--- src/rtl/fft8_pkg.sv ---
// Shared constants and the sequencer state type for the 8-point radix-2 DIT FFT control path.
package fft8_pkg;

  localparam int FFT_N          = 8;
  localparam int FFT_STAGES     = 3;
  localparam int BFLY_PER_STAGE = 4;
  localparam int ADDR_W         = 3;
  localparam int TW_IDX_W       = 2;

  typedef enum logic [1:0] {
    IDLE  = 2'd0,
    ISSUE = 2'd1,
    WAIT  = 2'd2,
    DONE  = 2'd3
  } seq_state_t;

endpackage

--- src/rtl/fft8_wb_delay.sv ---
// Resettable fixed-depth delay line carrying {valid, addrA, addrB} from read issue to write-back.
module fft8_wb_delay #(
  parameter int DEPTH = 2,
  parameter int WIDTH = 7
) (
  input  logic             i_clk,
  input  logic             i_rst,
  input  logic [WIDTH-1:0] i_data,
  output logic [WIDTH-1:0] o_data
);

  generate
    if (DEPTH == 0) begin : g_bypass
      logic w_unused;
      assign w_unused = i_clk ^ i_rst;
      assign o_data   = i_data;
    end else begin : g_line
      logic [WIDTH-1:0] r_line [DEPTH];

      // Reset clears every stage so nothing issued before reset is ever written back.
      always_ff @(posedge i_clk) begin
        if (i_rst) begin
          for (int i = 0; i < DEPTH; i++) r_line[i] <= '0;
        end else begin
          r_line[0] <= i_data;
          for (int i = 1; i < DEPTH; i++) r_line[i] <= r_line[i-1];
        end
      end

      assign o_data = r_line[DEPTH-1];
    end
  endgenerate

endmodule

--- src/rtl/fft8_bfly_sequencer.sv ---
// Issues the 3x4 butterfly read addresses and twiddle indices of an 8-point DIT FFT,
// delays the write-back addresses by the butterfly latency and drains between stages.
module fft8_bfly_sequencer
  import fft8_pkg::*;
#(
  parameter int BFLY_LAT = 2
) (
  input  logic                CLK,
  input  logic                RST,
  input  logic                Start,
  input  logic                Hold,
  output logic                Rd_Valid,
  output logic [ADDR_W-1:0]   Rd_Addr_A,
  output logic [ADDR_W-1:0]   Rd_Addr_B,
  output logic [TW_IDX_W-1:0] Twiddle_Index,
  output logic                Wr_En,
  output logic [ADDR_W-1:0]   Wr_Addr_A,
  output logic [ADDR_W-1:0]   Wr_Addr_B,
  output logic [1:0]          Stage,
  output logic                Busy,
  output logic                Done
);

  localparam int         WB_W       = 1 + 2 * ADDR_W;
  localparam logic [2:0] LAST_DRAIN = 3'(BFLY_LAT > 0 ? BFLY_LAT - 1 : 0);
  localparam logic [1:0] LAST_STAGE = 2'(FFT_STAGES - 1);
  localparam logic [1:0] LAST_BFLY  = 2'(BFLY_PER_STAGE - 1);

  seq_state_t          r_state, w_stateNext;
  logic [1:0]          r_s, w_sNext;
  logic [1:0]          r_k, w_kNext;
  logic [2:0]          r_drain, w_drainNext;
  logic                w_issue;
  logic                w_idle;
  logic [ADDR_W-1:0]   w_span, w_pos, w_grp, w_addrA, w_addrB;
  logic [TW_IDX_W-1:0] w_tw;
  logic [WB_W-1:0]     w_wbData;

  always_ff @(posedge CLK) begin
    if (RST) begin
      r_state <= IDLE;
      r_s     <= '0;
      r_k     <= '0;
      r_drain <= '0;
    end else begin
      r_state <= w_stateNext;
      r_s     <= w_sNext;
      r_k     <= w_kNext;
      r_drain <= w_drainNext;
    end
  end

  // k stays at 3 through WAIT/DONE so the read addresses keep the last issued butterfly.
  always_comb begin
    w_stateNext = r_state;
    w_sNext     = r_s;
    w_kNext     = r_k;
    w_drainNext = r_drain;
    w_issue     = 1'b0;
    unique case (r_state)
      IDLE: begin
        if (Start) begin
          w_stateNext = ISSUE;
          w_sNext     = '0;
          w_kNext     = '0;
        end
      end
      ISSUE: begin
        if (!Hold) begin
          w_issue = 1'b1;
          if (r_k == LAST_BFLY) begin
            if (BFLY_LAT > 0) begin
              w_stateNext = WAIT;
              w_drainNext = '0;
            end else if (r_s == LAST_STAGE) begin
              w_stateNext = DONE;
            end else begin
              w_sNext = r_s + 2'd1;
              w_kNext = '0;
            end
          end else begin
            w_kNext = r_k + 2'd1;
          end
        end
      end
      WAIT: begin
        w_drainNext = r_drain + 3'd1;
        if (r_drain == LAST_DRAIN) begin
          w_drainNext = '0;
          if (r_s == LAST_STAGE) begin
            w_stateNext = DONE;
          end else begin
            w_stateNext = ISSUE;
            w_sNext     = r_s + 2'd1;
            w_kNext     = '0;
          end
        end
      end
      DONE: begin
        w_stateNext = IDLE;
        w_sNext     = '0;
        w_kNext     = '0;
      end
      default: w_stateNext = IDLE;
    endcase
  end

  assign w_span  = ADDR_W'(1) << r_s;
  assign w_pos   = {1'b0, r_k} & (w_span - 3'd1);
  assign w_grp   = {1'b0, r_k} >> r_s;
  assign w_addrA = (w_grp << (r_s + 2'd1)) + w_pos;
  assign w_addrB = w_addrA + w_span;
  assign w_tw    = TW_IDX_W'(w_pos << (2'd2 - r_s));
  assign w_idle  = (r_state == IDLE);

  // Addresses read as zero while idle so the block is quiet after reset and between transforms.
  assign Rd_Valid      = w_issue;
  assign Rd_Addr_A     = w_idle ? '0 : w_addrA;
  assign Rd_Addr_B     = w_idle ? '0 : w_addrB;
  assign Twiddle_Index = w_idle ? '0 : w_tw;
  assign Stage         = r_s;
  assign Busy          = !w_idle;
  assign Done          = (r_state == DONE);

  fft8_wb_delay #(
    .DEPTH(BFLY_LAT),
    .WIDTH(WB_W)
  ) u_wbDelay (
    .i_clk (CLK),
    .i_rst (RST),
    .i_data({w_issue, Rd_Addr_A, Rd_Addr_B}),
    .o_data(w_wbData)
  );

  assign {Wr_En, Wr_Addr_A, Wr_Addr_B} = w_wbData;

endmodule

--- config.mk ---
export PLATFORM = sky130hd
export DESIGN_NAME = fft8_bfly_sequencer
export DESIGN_NICKNAME = d
export VERILOG_FILES = /design/src/rtl/fft8_pkg.sv /design/src/rtl/fft8_wb_delay.sv /design/src/rtl/fft8_bfly_sequencer.sv
export SDC_FILE = /design/constraint.sdc
export NUM_CORES = 1
export LEC_CHECK = 0
export CAP_MARGIN = 25
export CORE_UTILIZATION = 45
export DETAILED_ROUTE_END_ITERATION = 10
export GPL_TIMING_DRIVEN = 0
export PLACE_DENSITY_LB_ADDON = 0.08
export SLEW_MARGIN = 0
export SYNTH_ARGS = -nofsm -noshare
export SYNTH_HDL_FRONTEND = slang
export SYNTH_HIERARCHICAL = 1
export SYNTH_SLANG_ARGS = --single-unit
--- constraint.sdc ---
create_clock -name CLK -period 2.7 [get_ports CLK]
set_clock_uncertainty 0.05 [all_clocks]
set_input_delay 0.27 -clock CLK [delete_from_list [all_inputs] [get_ports CLK]]
set_output_delay 0.27 -clock CLK [all_outputs]
set_load 0.005 [all_outputs]
==> results.toml, run 1 <==
[setup_path]
path_max_fanout = 3
cpPeakStageDelay_ns = 0.51
r2r_slack_ns = 0.07
critPathBufInv = 3
crit_required_ns = 2.38
cp_cell_sequence = "buf_6, inv_4, ha_4, nor4b_4, fa_2, fa_2, xor2_1, xnor3_1, nor2_2, buf_2"
cp-start-kind = "register"
crit_type = "register to output pin"
path_delay_family = "adder cells"
cp-end-kind = "output pin"
cp.arrival_ns = 2.82
critPathSlowestCell = "fa_2"
cp_common_cell = "fa_2"

[detailed_routing]
wirelength_mm = 2.31
wl_met2_mm = 1.14
drc_errors = 0
wl_per_cell_microns = 12.3
vias = 967
ant_nets = 0
drt-met1-wl_mm = 1.08
via_per_inst = 5.14
routed.top_layer = "met4"
drtIter0Drc = 22
drtPass1Iterations = 4
met3_length_microns = 69

[power]
peakVddDrop_v = 0.000290
switching_power_uw = 128
pwr-share-seq_pct = 62.3
p_leak_nw = 0.651
p_per_area_nw_per_um2 = 341
p_comb_share_pct = 9.9
p_sw_share_pct = 22.8
power.internal_uw = 431
pwr-share-clk_pct = 27.8

[final_layout]
instances_no_fill = 188
layout-drive-gt1-share_pct = 32.9
final_common_cell = "dfxtp_1"
layout_common_cells = "21 x dfxtp_1, 18 x clkdlybuf4s50_1, 13 x buf_4, 12 x nor2b_2"
syn_to_final_growth_pct = 32.9
antenna_cells = 0
final_nets = 171

[die]
die-area_sq_um = 2960
initial_utilization_pct = 48.5
die_h_microns = 54.4
dieWidth_microns = 54.4
num_io_pins = 24
fp.coreArea_sq_um = 2540
num_rows = 18

[cts]
ctsHoldBuffers = 0
htree_num_levels = 1
clkSinkCount = 23
clock_path_buffers = 2
cts_buffers = 3
clock-root-buffer = "clkbuf_4"
cts_tree = "built"
clk_latency_ns = 0.30
path_clk_slew_ns = 0.12

[sta]
period_share_pct = 116
timing.hold.ws_ns = 0.399
period_minus_slack_ns = 3.14
slew_violations = 0
clock.fmax_ghz = 0.318
rsz0062_at_grt = "yes"
setup_violations = 2
hold_viol = 0
setup_slack_ns = -0.443
worst_pin_slew_ns = 0.446
slew_headroom_pct = 70.3

[yosys]
yosys_warnings = 6
syn_area_sq_um = 1230
ys_seq_elements = 23
async_reset_ff_share_pct = 0
ys_types = 34
ys_seq_area_share_pct = 37.3
syn_inst = 125
avgSynthCellArea_sq_um = 9.87
synth_edf_count = 0
synthFlopType = "dfxtp_1"
synth_nets = 137

[global_routing]
grt_overflow = 0
antenna_found_initial = 0
grt_pass1_wl_mm = 3.83
grt_pass1_vias = 894
grtUsageTotal_pct = 18.2
grt_max_degree = 13

[placed_design]
place_hpwl_mm = 1.69
io_buffers = 23
gp_congestion = 0.745
placed_cells = 178

[job]
max-cap-violations = 0

[status]
outcome = "complete, but fails checks"
violations = "setup timing"

[hold_path]
min_path_type = "register to register"
-- kinds of logic (layout without fill, tap and decap cells) --
logic type      count (synthesis)  after routing  synth area share (%)
buf+inv                        17             50                  8.82
flops                          23             23                  37.3
xor+xnor                        6              6                  5.37
compound gates                 18             18                  10.3
simple gates                   53             53                  28.8
fa+ha+maj                       8              8                  9.33
-- stage by stage --
| stage | worst slack (ns) | instance area, sq um | TNS [ns] | utilization [%] | power, mW |
|---|---|---|---|---|---|
| after detailed placement | -0.587 | 1540 | -0.973 | 60.3 | 0.410 |
| after floorplan | 0.0137 | 1270 | 0 | - | 0.386 |
| after global placement | -0.568 | 1540 | -0.918 | 60.3 | 0.408 |
| after CTS | -0.432 | 1620 | -0.773 | 63.8 | 0.565 |
| final | -0.443 | 1640 | -0.652 | 64.4 | 0.559 |
| after global routing | -0.577 | 1640 | -0.935 | 64.4 | 0.590 |
-- state kept, by name, indices dropped and copies added (netlist names) --
| name | count |
|---|---|
| Stage | 2 |
| r_drain | 3 |
| r_k | 2 |
| u_wbDelay/g_line.r_line | 14 |
| r_state | 2 |
-- path summary, 6_finish.rpt --
| check | start | end | cells past startpoint |
|---|---|---|---|
| min | u_wbDelay/g_line.r_line[0][4] | u_wbDelay/g_line.r_line[0][11] | 1 |
| max reg2reg | Stage[0] | u_wbDelay/g_line.r_line[0][2] | 10 |
| max | Stage[0] | Rd_Addr_B[2] | 10 |
| min reg2reg | u_wbDelay/g_line.r_line[0][4] | u_wbDelay/g_line.r_line[0][11] | 1 |
-- routing by layer --
metal / vias up / track usage (%)
met5: - / 0
met4: 0 / 7.69
met3: 2 / 2.50
met2: 14 / 29.5
met1: 470 / 24.1
li1: 481 / -
-- final cells by class --
cell class,count,area (sq um)
tap,30,37.5
multi-input combinational,85,727
fill,235,906
sequential,23,465
inverter,6,25.0
timing repair buffer,29,272
clock buffer,4,26.3
buffer,11,86.3
-- cell usage after synthesis, types with 2 or more instances --
master	n	area share, %
inv_1	6	1.8
nand2b_1	4	2.0
buf_4	8	4.9
nor2b_2	11	7.8
xnor2_1	4	2.8
fa_1	2	3.2
nand2_1	5	1.5
nor2b_1	3	1.5
and2_1	6	3.0
a31o_1	2	1.4
a21oi_1	9	3.7
buf_6	2	1.8
a311oi_1	2	1.4
dfxtp_1	23	37
ha_1	6	6.1
and2b_1	3	1.8
nor3b_1	2	1.2
nor3_1	2	0.81
nor2_1	10	3.0
-- power by group through the flow --
stage | Combinational (mW) | Clock (mW) | Sequential [mW]
floorplan | 0.0310 | 0 | 0.355
global placement | 0.0516 | 0 | 0.357
detailed placement | 0.0527 | 0 | 0.357
CTS | 0.0533 | 0.163 | 0.348
global route | 0.0604 | 0.180 | 0.349
finish | 0.0551 | 0.155 | 0.348
-- repair_timing --
item,CTS,global route
setup buffers,5,1
pin swaps,6,0
gates resized for setup,16,8
setup endpoints to repair,6,4
Power figures use the tool's default switching activity.
==> run 2, diff against run 1 <==
- PLACE_DENSITY: not set -> 0.74
- PLACE_DENSITY_LB_ADDON: 0.08 -> not set
==> results.toml, run 2 (synthesis gave the netlist of run 1 again) <==
[global_routing]
grt_overflow = 0
antenna_found_initial = 0
grt_pass1_wl_mm = 3.90
grtUsageTotal_pct = 18.7
grt_pass1_vias = 860
grt_max_degree = 13

[cts]
htree_num_levels = 1
clock_path_buffers = 2
cts_buffers = 3
clk_latency_ns = 0.32
cts_tree = "built"
path_clk_slew_ns = 0.12
clkSinkCount = 23
ctsHoldBuffers = 0
clock-root-buffer = "clkbuf_4"

[power]
p_per_area_nw_per_um2 = 344
peakVddDrop_v = 0.000298
p_leak_nw = 0.669
finalPower_uw = 565

[die]
num_io_pins = 24
dieWidth_microns = 54.4
initial_utilization_pct = 48.5
die-area_sq_um = 2960
fp.coreArea_sq_um = 2540
num_rows = 18
die_h_microns = 54.4

[final_layout]
largest_reg_flops = 14
layout-drive-gt1-share_pct = 31.2
multi_input_area_sq_um = 731
syn_to_final_growth_pct = 33.2
antenna_cells = 0
regArea_sq_um = 465
regMostFlops = "u_wbDelay/g_line.r_line"
final_common_cell = "dfxtp_1"
layout_common_cells = "21 x dfxtp_1, 18 x clkdlybuf4s50_1, 12 x buf_4, 12 x nor2b_2"
nFillCells = 210
final_nets = 170
top_regs = "u_wbDelay/g_line.r_line x14, r_drain x3"
instances_no_fill = 187

[sta]
setup_violations = 2
slew_violations = 0
setup_slack_ns = -0.457
worst_pin_slew_ns = 0.428
slew_headroom_pct = 71.4
period_minus_slack_ns = 3.16
period_share_pct = 117
clock.fmax_ghz = 0.317
hold_viol = 0
rsz0062_at_grt = "yes"
timing.hold.ws_ns = 0.398

[setup_path]
crit_type = "register to output pin"
r2r_slack_ns = 0.08
cp.arrival_ns = 2.84
crit_required_ns = 2.38
path_max_fanout = 4
cp-end-kind = "output pin"
cp-start-kind = "register"

[detailed_routing]
drc_errors = 0
vias = 939
wirelength_mm = 2.42
via_per_inst = 5.02
ant_nets = 0
wl_per_cell_microns = 13.0
drtPass1Iterations = 4
drtIter0Drc = 5

[status]
outcome = "complete, but fails checks"
violations = "setup timing"

[placed_design]
place_hpwl_mm = 1.67
gp_congestion = 0.774
io_buffers = 23
placed_cells = 178
place_ws_ns = -0.599

[job]
max-cap-violations = 0

[hold_path]
min_path_type = "register to register"
[run 2: changes by cell type in the layout (fill, tap and decap cells not counted), sizes merged]
cell / before / now
buf: 18 / 17
clkbuf: 6 / 5
dlymetal6s2s: 1 / 2
[run 2: worst max-delay path: stages, from the launching register on]
cell     delay [ns]
dfxtp_2        0.36
buf_6          0.11
inv_4          0.04
ha_4           0.25
nor3_4         0.12
ha_2           0.20
fa_1           0.45
fa_2           0.39
xor2_1         0.15
xnor3_1        0.24
nor2_2         0.09
buf_2          0.12
[run 2: cell type report]
| cell class | count | area share, % |
|---|---|---|
| flip-flops and latches | 23 | 28.3 |
| repair buffers | 28 | 16.5 |
| multi-input cells | 85 | 44.5 |
| plain buffers | 11 | 5.26 |
| inverters | 6 | 1.52 |
| well taps | 30 | 2.28 |
| clock buffers | 4 | 1.60 |
[run 2: per-layer routing]
metal	vias up	track usage, %	wire (microns)
met3	4	3.89	86
li1	478	-	-
met5	-	0	0
met4	0	9.40	23
met1	439	24.4	1160
met2	18	29.1	1150
[run 2: stage by stage]
step           TNS [ns]  utilization (%)  area (sq um)
6_report         -0.680             64.6          1640
2_1_floorplan         0                -          1270
4_1_cts          -0.913             63.9          1630
3_5_place_dp     -0.959             60.3          1540
5_1_grt           -1.03             64.6          1640
3_3_place_gp     -0.945             60.3          1540
[run 2: power by group]
| group | total [mW] | switching [mW] | leakage (nW) | internal, mW |
|---|---|---|---|---|
| Sequential | 0.349 | 0.00484 | 0.188 | 0.344 |
| Combinational | 0.0534 | 0.0249 | 0.467 | 0.0284 |
| Clock | 0.163 | 0.105 | 0.0150 | 0.0578 |
[run 2: timing repair]
item / 4_1_cts / 5_1_grt
cloned: 0 / 0
endpoints found under the setup margin: 6 / 5
pin swaps: 5 / 0
gates resized for setup: 18 / 5
buffers inserted: 5 / 0
[run 2: worst paths after layout]
path,from,to,cells past startpoint
max,Stage[0],Rd_Addr_B[2],11
min,u_wbDelay/g_line.r_line[0][6],u_wbDelay/g_line.r_line[0][13],1
max reg2reg,Stage[0],u_wbDelay/g_line.r_line[0][2],11
min reg2reg,u_wbDelay/g_line.r_line[0][6],u_wbDelay/g_line.r_line[0][13],1
